**src/rtl/cskipa_16b_arbiter.sv**
```systemverilog
// Round-robin front end sharing one external carry-skip adder between NREQ requesters.
// Define CSKIPA_ARB_FIXED_PRIO_EN for fixed lowest-index-wins priority instead of round-robin.
module cskipa_16b_arbiter #(
    parameter int unsigned NREQ   = 4,
    parameter int unsigned WIDTH  = 16,
    parameter int unsigned SETTLE = 1
) (
    input  logic                      clk,
    input  logic                      rst_n,
    input  logic [NREQ-1:0]           req_valid,
    input  logic [NREQ*WIDTH-1:0]     req_a,
    input  logic [NREQ*WIDTH-1:0]     req_b,
    output logic [NREQ-1:0]           req_ready,
    output logic [WIDTH-1:0]          add_in0,
    output logic [WIDTH-1:0]          add_in1,
    input  logic [WIDTH:0]            add_out,
    output logic                      rsp_valid,
    input  logic                      rsp_ready,
    output logic [WIDTH:0]            rsp_sum,
    output logic [$clog2(NREQ)-1:0]   rsp_id,
    output logic                      busy
);

    localparam int unsigned IDW = $clog2(NREQ);

    typedef enum logic [1:0] {StIdle, StSettle, StResp} state_e;

    state_e           r_state;
    logic [WIDTH-1:0] r_op_a;
    logic [WIDTH-1:0] r_op_b;
    logic [IDW-1:0]   r_id;
    logic [3:0]       r_cnt;
    logic             r_rsp_valid;
    logic [WIDTH:0]   r_rsp_sum;
    logic [IDW-1:0]   r_rsp_id;
`ifndef CSKIPA_ARB_FIXED_PRIO_EN
    logic [IDW-1:0]   r_last;
`endif

    logic [IDW-1:0]   w_winner;
    logic [NREQ-1:0]  w_grant;
    logic             w_xfer;

    always_comb begin
        w_winner = '0;
`ifdef CSKIPA_ARB_FIXED_PRIO_EN
        // Descending scan so the lowest valid index is the final assignment.
        for (int i = NREQ - 1; i >= 0; i--) begin
            if (req_valid[i]) w_winner = IDW'(i);
        end
`else
        // Descending offset scan: the nearest valid requester after r_last wins.
        for (int i = NREQ; i >= 1; i--) begin
            if (req_valid[(int'(r_last) + i) % NREQ]) begin
                w_winner = IDW'((int'(r_last) + i) % NREQ);
            end
        end
`endif
    end

    always_comb begin
        w_grant = '0;
        if (rst_n && r_state == StIdle && |req_valid) w_grant[w_winner] = 1'b1;
        w_xfer = |w_grant;
    end

    always_ff @(posedge clk or negedge rst_n) begin
        if (!rst_n) begin
            r_state     <= StIdle;
            r_op_a      <= '0;
            r_op_b      <= '0;
            r_id        <= '0;
            r_cnt       <= '0;
            r_rsp_valid <= 1'b0;
            r_rsp_sum   <= '0;
            r_rsp_id    <= '0;
`ifndef CSKIPA_ARB_FIXED_PRIO_EN
            r_last      <= IDW'(NREQ - 1);
`endif
        end else begin
            case (r_state)
                StIdle: begin
                    if (w_xfer) begin
                        r_op_a  <= req_a[w_winner*WIDTH +: WIDTH];
                        r_op_b  <= req_b[w_winner*WIDTH +: WIDTH];
                        r_id    <= w_winner;
                        r_cnt   <= 4'(SETTLE);
                        r_state <= StSettle;
`ifndef CSKIPA_ARB_FIXED_PRIO_EN
                        r_last  <= w_winner;
`endif
                    end
                end
                StSettle: begin
                    r_cnt <= r_cnt - 4'd1;
                    if (r_cnt == 4'd1) begin
                        r_rsp_sum   <= add_out;
                        r_rsp_id    <= r_id;
                        r_rsp_valid <= 1'b1;
                        r_state     <= StResp;
                    end
                end
                StResp: begin
                    if (rsp_ready) begin
                        r_rsp_valid <= 1'b0;
                        r_state     <= StIdle;
                    end
                end
                default: r_state <= StIdle;
            endcase
        end
    end

    assign req_ready = w_grant;
    assign add_in0   = r_op_a;
    assign add_in1   = r_op_b;
    assign rsp_valid = r_rsp_valid;
    assign rsp_sum   = r_rsp_sum;
    assign rsp_id    = r_rsp_id;
    assign busy      = (r_state != StIdle);

endmodule

```
**config.mk**
```make
export PLATFORM = sky130hd
export DESIGN_NAME = cskipa_16b_arbiter
export DESIGN_NICKNAME = d
export VERILOG_FILES = /design/src/rtl/cskipa_16b_arbiter.sv
export SDC_FILE = /design/constraint.sdc
export NUM_CORES = 1
export LEC_CHECK = 0
export BUFFER_PORTS_ARGS = -buffer_cell sky130_fd_sc_hd__buf_2
export CORE_MARGIN = 3
export CORE_UTILIZATION = 40
export CTS_BUF_LIST = sky130_fd_sc_hd__clkbuf_16
export DETAILED_ROUTE_END_ITERATION = 7
export PLACE_DENSITY = 0.76
export SYNTH_ARGS = -nofsm -noshare
export SYNTH_HDL_FRONTEND = slang
export SYNTH_SLANG_ARGS = --single-unit
```
**constraint.sdc**
```tcl
create_clock -name clk -period 2 [get_ports clk]
set_clock_uncertainty 0.2 [all_clocks]
set_input_delay 0.3 -clock clk [delete_from_list [all_inputs] [get_ports clk]]
set_output_delay 0.3 -clock clk [all_outputs]
set_load 0.01 [all_outputs]
```
# Word level (Yosys, flattened, before mapping)

Cells that the tools add are included.

Word-level logic and storage cells: 66
Register bits after elaboration: 62
Output and inout port bits: 57

Order comparisons: 6
Equal/unequal tests: 6
Reduce and logical (&&, ||, !) cells: 14
Shifts and indexed selects: 2
Add/sub/neg operators: 5
Mux-type cells: 24

Operator list:

| kind                                                        | count |
|---|---|
| indexed part select 64 x 7 -> 16 bit                        | 2 |
| less-than comparator 2 x 3 -> 1 bit (second input constant) | 5 |
| two-way mux 2 bit                                           | 7 |
| binary-select mux 1 bit (select 2 bit)                      | 4 |
| two-way mux 4 bit                                           | 2 |
| case mux 4 bit (2 select lines)                             | 1 |
| OR reduction 4 bit                                          | 2 |
| two-way mux 1 bit                                           | 7 |
| inequality test 2 bit (second input constant)               | 3 |
| case mux 2 bit (3 select lines)                             | 1 |
| AND reduction 2 bit                                         | 3 |
| AND reduction 3 bit                                         | 2 |
| nonzero test 2 bit                                          | 3 |
| adder 2 x 1 -> 2 bit (second input constant)                | 2 |
| adder 2 bit (second input constant)                         | 2 |
| == test 4 x 1 -> 1 bit (second input constant)              | 1 |
| subtractor 4 x 1 -> 4 bit (second input constant)           | 1 |
| logical AND 1 bit                                           | 3 |
| demux 1 bit (select 2 bit)                                  | 1 |
| == test 2 x 1 -> 1 bit (second input constant)              | 1 |
| == test 2 bit (second input constant)                       | 1 |
| >= comparator 2 x 1 -> 1 bit (second input constant)        | 1 |
| logical NOT 2 bit                                           | 1 |
| case mux 1 bit (2 select lines)                             | 1 |

# Longest topological paths before layout

Gate-level depths: netlist of run 1.

Word-level depth: 15
Mapped depth: 7
Depth with buffers taken out: 6

# Worst setup path after synthesis of run 1

No wires, ideal clock.

Path kind: reg2out
Start point: register r_last[1]
End point: output req_ready[0]
Stages on the path, launching flop included: 7
Path buffers: 2
Setup slack: -0.260 ns
Arrival time: 1.760 ns
Data required time: 1.500 ns
Cells stage by stage: dfstp_2 -> mux2i_1 -> o22ai_2 -> or2_1 -> buf_4 -> buf_12 -> nor3_1

Longest elaborated chain between the ends: 12
Elaborated cells between the ends (all ways): 22
Those cells by class: add/sub: 4; order compare: 2; mux: 15; reduce/logical: 1

Ends and longest elaborated chain:

| item                                                                                                      | RTL line | RTL |
|---|---|---|
| start, declared                                                                                           | 37       | `logic [IDW-1:0] r_last;` |
| start signal, assigned                                                                                    | 78       | `r_last <= IDW'(NREQ - 1);` |
| start signal, assigned                                                                                    | 90       | `r_last <= w_winner;` |
| adder 2 x 1 -> 2 bit                                                                                      | 54, 55   |  |
| binary-select mux 1 bit (select 2 bit)                                                                    | 54       | `if (req_valid[(int'(r_last) + i) % NREQ]) begin` |
| two-way mux 1 bit (not written as such)                                                                   | 54       |  |
| two-way mux 2 bit (3 in a row)                                                                            | 54       |  |
| two-way mux 2 bit (*)                                                                                     | 54       |  |
| less-than comparator 2 x 3 -> 1 bit (not written as such) or >= comparator 2 x 1 -> 1 bit (tied branches) | 63       | `if (rst_n && r_state == StIdle && \|req_valid) w_grant[w_winner] = 1'b1;` |
| logical AND 1 bit (not written as such)                                                                   | 63       |  |
| two-way mux 1 bit (not written as such)                                                                   | 63       |  |
| demux 1 bit (select 2 bit) (*)                                                                            | 63       |  |
| two-way mux 4 bit (*)                                                                                     | 63       |  |
| end, declared                                                                                             | 13       | `output logic [NREQ-1:0] req_ready,` |

Mark *: on every way between the ends. The rest lies on a longest branch, timed or not. The select of a mux whose other input is x is not followed.

# Worst setup path after layout of run 1

Start point: register r_last[1]
End point: output req_ready[2]

Same word-level chain as after synthesis.

==> results.md, run 1 <==
- Worst-case clock buffer depth: 2
- WL final: 12220 um
- Total congestion overflow: 0
- Die W: 102.6 um
- Number of detailed-route iterations in the first pass: 4
- Fmax: 415.4 MHz
- Largest fanout on the critical path: 3
- Most frequent cells in the layout: buf_2 (206), dfrtp_1 (60), a211oi_2 (51)
- CP endpoint kind: output pin
- Antenna diodes: 0
- # rows: 34
- TritonCTS Buffers: 9
- Ys Warns: 0
- Via Count: 3583
- Flop and latch count out of synthesis: 62
- Register area: 1554 um^2
- Clock-pin slew on the worst setup and hold paths: 0.05 ns
- Simple-Gate Fraction of Synth Area: 0.1327
- Worst setup path class: flip-flop to output pin
- Unique masters post-synth: 35
- Async set or reset register ratio after synthesis: 1.000
- Iteration-0 DRC Markers: 97
- Multiplexer share of the synthesized area: 0.1454
- Hold WC Path Type: primary input to flip-flop
- Syn Inst Count: 325
- Period utilization: 1.204
- Vias in the first global route: 3679
- Clock sink count: 62
- P&R area growth vs syn: 52.40%
- Adder-Cell Fraction of Synth Area: 0.006700
- Worst path max stage delay: 0.54 ns
- DIE AREA: 10530 um^2
- Critical Path RT: 1.50 ns
- Critical path arrival: 1.91 ns
- Final setup viols: 36
- Syn avg cell area: 11.49 um^2
- Status: finished with violations
- Multi-input gate area: 2096 um^2
- Fill cells: 763
- Xor/xnor cell area share of the yosys netlist: 0.002345
- Power per cell area: 1455 nW/um^2
- Slew @ Worst Pin: 0.7705 ns
- Synth Area in Compound Gates: 0.2348
- Failing checks: negative setup slack
- Remaining DRCs: 0
- H-tree levels: 3
- Leakage: 2.648 nW
- Post-DP Area: 5089 um^2
- Final non-filler cell area: 5692 um^2
- Cell area after synthesis: 3735 um^2
- # IOs: 209
- Initial antenna violation count: 0
- Core area: 8891 um^2
- Slew Viols, Final: 0
- DR vias/cell: 5.254
- Largest net degree at the start of global routing: 63
- Hold slack: 0.005950 ns
- Cell family with most CP delay: flip-flops
- Crit start category: flip-flop
- Die H: 102.6 um
- Commonest non-fill, non-tap cell in the layout: buf_2
- Post-layout util: 0.6402
- Share of layout cells above drive strength 1: 0.6324
- # nets final: 723
- Maxcap violations: 0
- Crit-path cells: mux2i_2 > o22ai_4 > or2_4 > buf_4 > nor2_4 > buf_6
- CTS tree: built
- EDFF count, synth: 0
- CP max-delay cell: dfstp_2
- Fin. Hold Viols: 0
- Post-synth top area share: 0.4020
- Clock latency on the worst-skew pair: 0.32 ns
- Gpl congestion: 0.8117
- Post-layout min period: 2.407 ns
- Buf+Inv Stages, Crit Path: 2
- Antenna-violating nets left: 0
- VDD IR max: 0.0004729 V
- IO buf count: 208
- Dominant synthesized flop cell: dfrtp_1
- Largest family of logic cells by synthesized area: compound AO/OA/AOI/OAI gates
- Sequential share of the synthesized area: 0.4161
- Total power: 8.280 mW
- DP HPWL: 8860 um
- Post-synth top area cell: dfrtp_1
- RSZ-0062 raised after global routing: yes
- Setup TNS: -8.535 ns
- Slew HR: 0.4864
- First-pass GRT wire length: 18730 um
- Root Driver: clkbuf_16
- Total global routing track utilization: 0.2324
- Post-route setup slack: -0.4072 ns
- Initial Util: 0.4201
- Area contributors post-synth: dfrtp_1 (40%), a211oi_2 (15%), mux2i_1 (9.1%)
- Routed len/inst: 17.92 um
- Post-synth net total: 479
-- sequential cells by signal, summed over array words and instances, names as in the netlist --
signal and flops:
r_cnt 4, rsp_id 2, r_last 2, rsp_sum 17, rsp_valid 1, add_in0 16
r_id 2, r_state 2, add_in1 16
-- worst paths after layout --
kind / start / to / depth (start not counted) / slack (ns)
max in group asynchronous: rst_n / add_in0[2]$_DFFE_PN0P_ / 3 / 1.00
max reg2reg: r_last[1]$_DFFE_PN1P_ / add_in0[0]$_DFFE_PN0P_ / 7 / -0.32
min in group asynchronous: rst_n / rsp_sum[13]$_DFFE_PN0P_ / 3 / 0.09
max: r_last[1]$_DFFE_PN1P_ / req_ready[2] / 6 / -0.41
min: add_out[7] / rsp_sum[7]$_DFFE_PN0P_ / 2 / 0.006
min reg2reg: rsp_id[1]$_DFFE_PN0P_ / rsp_id[1]$_DFFE_PN0P_ / 2 / 0.28
-- worst reg2reg max path: stages, from the launching register on --
cell and delay, ns:
dfstp_2 0.54, mux2i_2 0.26, o22ai_4 0.13, or2_4 0.30, buf_4 0.17, bufbuf_16 0.29, a211oi_2 0.21, a211oi_1 0.07
-- through the flow --
step	cells	setup WS, ns
2_1_floorplan	325	-0.05668
3_3_place_gp	650	-0.3516
3_5_place_dp	650	-0.3480
4_1_cts	680	-0.4201
5_1_grt	682	-0.4656
6_report	682	-0.4072
-- logic make-up (layout without fill, tap and decap cells) --
kind of cell,count (synthesis),in the layout
AND/OR/NAND/NOR,91,92
AO/OA/AOI/OAI,84,84
flip-flops,62,62
multiplexers,52,52
buffers and inverters,33,281
adder cells (fa/ha/maj),2,2
XOR/XNOR,1,1
-- power by group --
part           total, mW  leakage (nW)  switching (mW)  internal [mW]
clock               1.48         0.139           0.537          0.943
sequential          2.27         0.707           0.365           1.90
combinational       4.53          1.80            2.32           2.21
-- per-layer routing --
layer,routed length [um],up-vias,GRT usage
met5,0,-,0
met4,267,0,0.06963
met3,961,17,0.05210
met2,6111,167,0.4126
met1,4878,1696,0.2805
li1,-,1703,-
-- repair_timing --
item | CTS | global route
endpoints found under the hold margin | 2 | 0
buffers inserted | 9 | 2
hold buffers | 2 | 0
pin swaps | 23 | 8
setup endpoints to repair | 36 | 37
gates cloned | 3 | 0
resized for setup | 23 | 5
-- cell type report --
| class | count | share of cell area |
|---|---|---|
| Clock buffer | 9 | 0.03957 |
| Clock inverter | 7 | 0.01011 |
| Inverter | 7 | 0.004616 |
| Multi-Input combinational cell | 231 | 0.3682 |
| Sequential cell | 62 | 0.2730 |
| Tap cell | 108 | 0.02374 |
| Timing Repair Buffer | 258 | 0.2807 |
-- cells in the mapped netlist (all sizes together), types with 2 or more instances --
cell	count
ha	2
a21oi	7
nor2	42
o21ai	5
a211oi	65
inv	7
nand2b	2
nor3	3
clkbuf	12
buf	14
mux2i	34
dfstp	2
mux2	18
or2	2
nand2	6
dfrtp	60
nor3b	33
(Power assumes the default switching activity.)
==> run 2, diff against run 1 <==
--- a/config.mk
+++ b/config.mk
@@ -10,6 +10,7 @@
 export CORE_UTILIZATION = 40
 export CTS_BUF_LIST = sky130_fd_sc_hd__clkbuf_16
 export DETAILED_ROUTE_END_ITERATION = 7
+export GPL_TIMING_DRIVEN = 0
 export PLACE_DENSITY = 0.76
 export SYNTH_ARGS = -nofsm -noshare
 export SYNTH_HDL_FRONTEND = slang
==> run 2 against run 1 <==
Sequential share of layout area down 1.7 points; utilization up 4.3 points; sequential power about the same; final area up 6.7%; routed wire length up 5.2%; first-iteration DRC count down 14%; fmax down 3.2%; hold slack worse by 0.25 ns; critical path depth up 2; final cell count up 0.44%; largest cell class unchanged; largest power group unchanged; the run ends with negative hold slack, negative setup slack left; register-to-register slack worse by 0.06 ns; count of clock-buffer cells in the layout unchanged.
==> results.md, run 2 (synthesis results as in run 1) <==
- Fin. Hold Viols: 60
- Critical path arrival: 1.99 ns
- Worst-case clock buffer depth: 2
- Worst Setup SP: r_last[1]$_DFFE_PN1P_
- Worst setup path class: flip-flop to output pin
- WL final: 12860 um
- CTS tree: built
- Placed insts: 641
- Total power: 9.218 mW
- Crit start category: flip-flop
- VDD IR max: 0.0005930 V
- Largest fanout on the critical path: 3
- Commonest non-fill, non-tap cell in the layout: buf_2
- Most frequent cells in the layout: buf_2 (210), dfrtp_1 (59), a211oi_2 (47)
- # nets final: 726
- Critical Path RT: 1.50 ns
- Final non-filler cell area: 6073 um^2
- Post-DP Area: 4957 um^2
- Failing checks: negative hold slack, negative setup slack
- Hold slack: -0.2467 ns
- Power per cell area: 1518 nW/um^2
- Remaining DRCs: 0
- P&R area growth vs syn: 62.61%
- Initial antenna violation count: 0
- RSZ-0062 raised after global routing: yes
- Worst reg-to-reg path cell count: 10
- Total congestion overflow: 0
- # IOs: 209
- Core area: 8891 um^2
- Post-layout util: 0.6831
- Routed len/inst: 18.77 um
- Die W: 102.6 um
- TritonCTS Buffers: 9
- Die H: 102.6 um
- Clock sink count: 62
- CTS Hold Bufs: 2
- Clock-pin slew on the worst setup and hold paths: 0.06 ns
- Post-route setup slack: -0.4862 ns
- Hold WC Path Type: primary input to asynchronous set/reset pin
- H-tree levels: 3
- CP endpoint kind: output pin
- Final cell count without fillers: 685
- Root Driver: clkbuf_16
- Initial Util: 0.4201
- Total global routing track utilization: 0.2346
- R2r setup slk: -0.38 ns
- DIE AREA: 10530 um^2
- Antenna diodes: 0
- Final setup viols: 38
- Fmax: 402.2 MHz
- Setup TNS: -12.94 ns
- # rows: 34
- Slew @ Worst Pin: 0.5632 ns
- DP HPWL: 8876 um
- First-pass GRT wire length: 19060 um
- Slew HR: 0.6246
- Gpl congestion: 0.8190
- Period utilization: 1.243
- Via Count: 3685
- Status: finished with violations
- Worst setup path endpoint: req_ready[1]
- Slew Viols, Final: 0
- RR Endpoint: add_in1[7]$_DFFE_PN0P_
- Vias in the first global route: 3848
- Max FFs per register: 17
- Share of layout cells above drive strength 1: 0.6828
- Reg-to-Reg Start: r_last[1]$_DFFE_PN1P_
- Number of detailed-route iterations in the first pass: 4
- DR vias/cell: 5.380
- Post-place setup slack: -0.8053 ns
- Maxcap violations: 0
- Post-layout min period: 2.486 ns
- IO buf count: 208
- Iteration-0 DRC Markers: 83
- Leakage: 2.703 nW
- Largest net degree at the start of global routing: 65
- Antenna-violating nets left: 0
- Clock latency on the worst-skew pair: 0.32 ns
==> run 2: final cells by class <==
| type | instances | area (um^2) |
|---|---|---|
| Clock inverter | 7 | 145.1 |
| Multi-Input combinational cell | 230 | 2336 |
| Inverter | 7 | 26.28 |
| Sequential cell | 62 | 1555 |
| Timing Repair Buffer | 238 | 1401 |
| Tap cell | 108 | 135.1 |
| Buffer | 24 | 249.0 |
| Fill cell | 640 | 2818 |
| Clock buffer | 9 | 225.2 |
==> run 2: power by group <==
part / switching, mW / internal (mW) / total (mW) / leakage [nW]
logic: 2.49 / 2.48 / 4.97 / 1.82
registers: 0.390 / 1.91 / 2.30 / 0.705
clock network: 0.603 / 1.35 / 1.95 / 0.176
total: 3.48 / 5.74 / 9.22 / 2.70
==> run 2: worst min-delay path by stage <==
| stage | start | to | depth (start not counted) |
|---|---|---|---|
| after CTS | rst_n | rsp_sum[15]$_DFFE_PN0P_ | 1 |
| final | rst_n | rsp_sum[12]$_DFFE_PN0P_ | 1 |
| after global placement | rsp_id[1]$_DFFE_PN0P_ | rsp_id[1]$_DFFE_PN0P_ | 2 |
| after global routing | rst_n | rsp_sum[15]$_DFFE_PN0P_ | 1 |
| after detailed placement | rst_n | rsp_sum[15]$_DFFE_PN0P_ | 1 |
| after floorplan | rst_n | add_in0[0]$_DFFE_PN0P_ | 0 |
==> run 2: worst max-delay path, stage by stage, from the launching register on <==
cell     delay (ns)
dfstp_2        0.57
mux2i_2        0.28
o22ai_4        0.12
buf_6          0.13
buf_6          0.11
nor2_4         0.12
buf_8          0.13
nor3_4         0.04
buf_2          0.15
==> run 2: what timing repair did <==
action | in CTS | in global routing
endpoints found under the setup margin | 59 | 55
hold endpoints to repair | 62 | 60
gates resized for setup | 59 | 49
setup buffers | 20 | 7
pin swaps | 37 | 16
cloned | 2 | 0
==> run 2: layer usage <==
metal | track usage | vias to the layer above | wire length, um
li1 | - | 1704 | -
met1 | 0.2760 | 1775 | 4941
met2 | 0.4126 | 177 | 6550
met3 | 0.05210 | 29 | 1099
met4 | 0.09586 | 0 | 268
met5 | 0 | - | 0
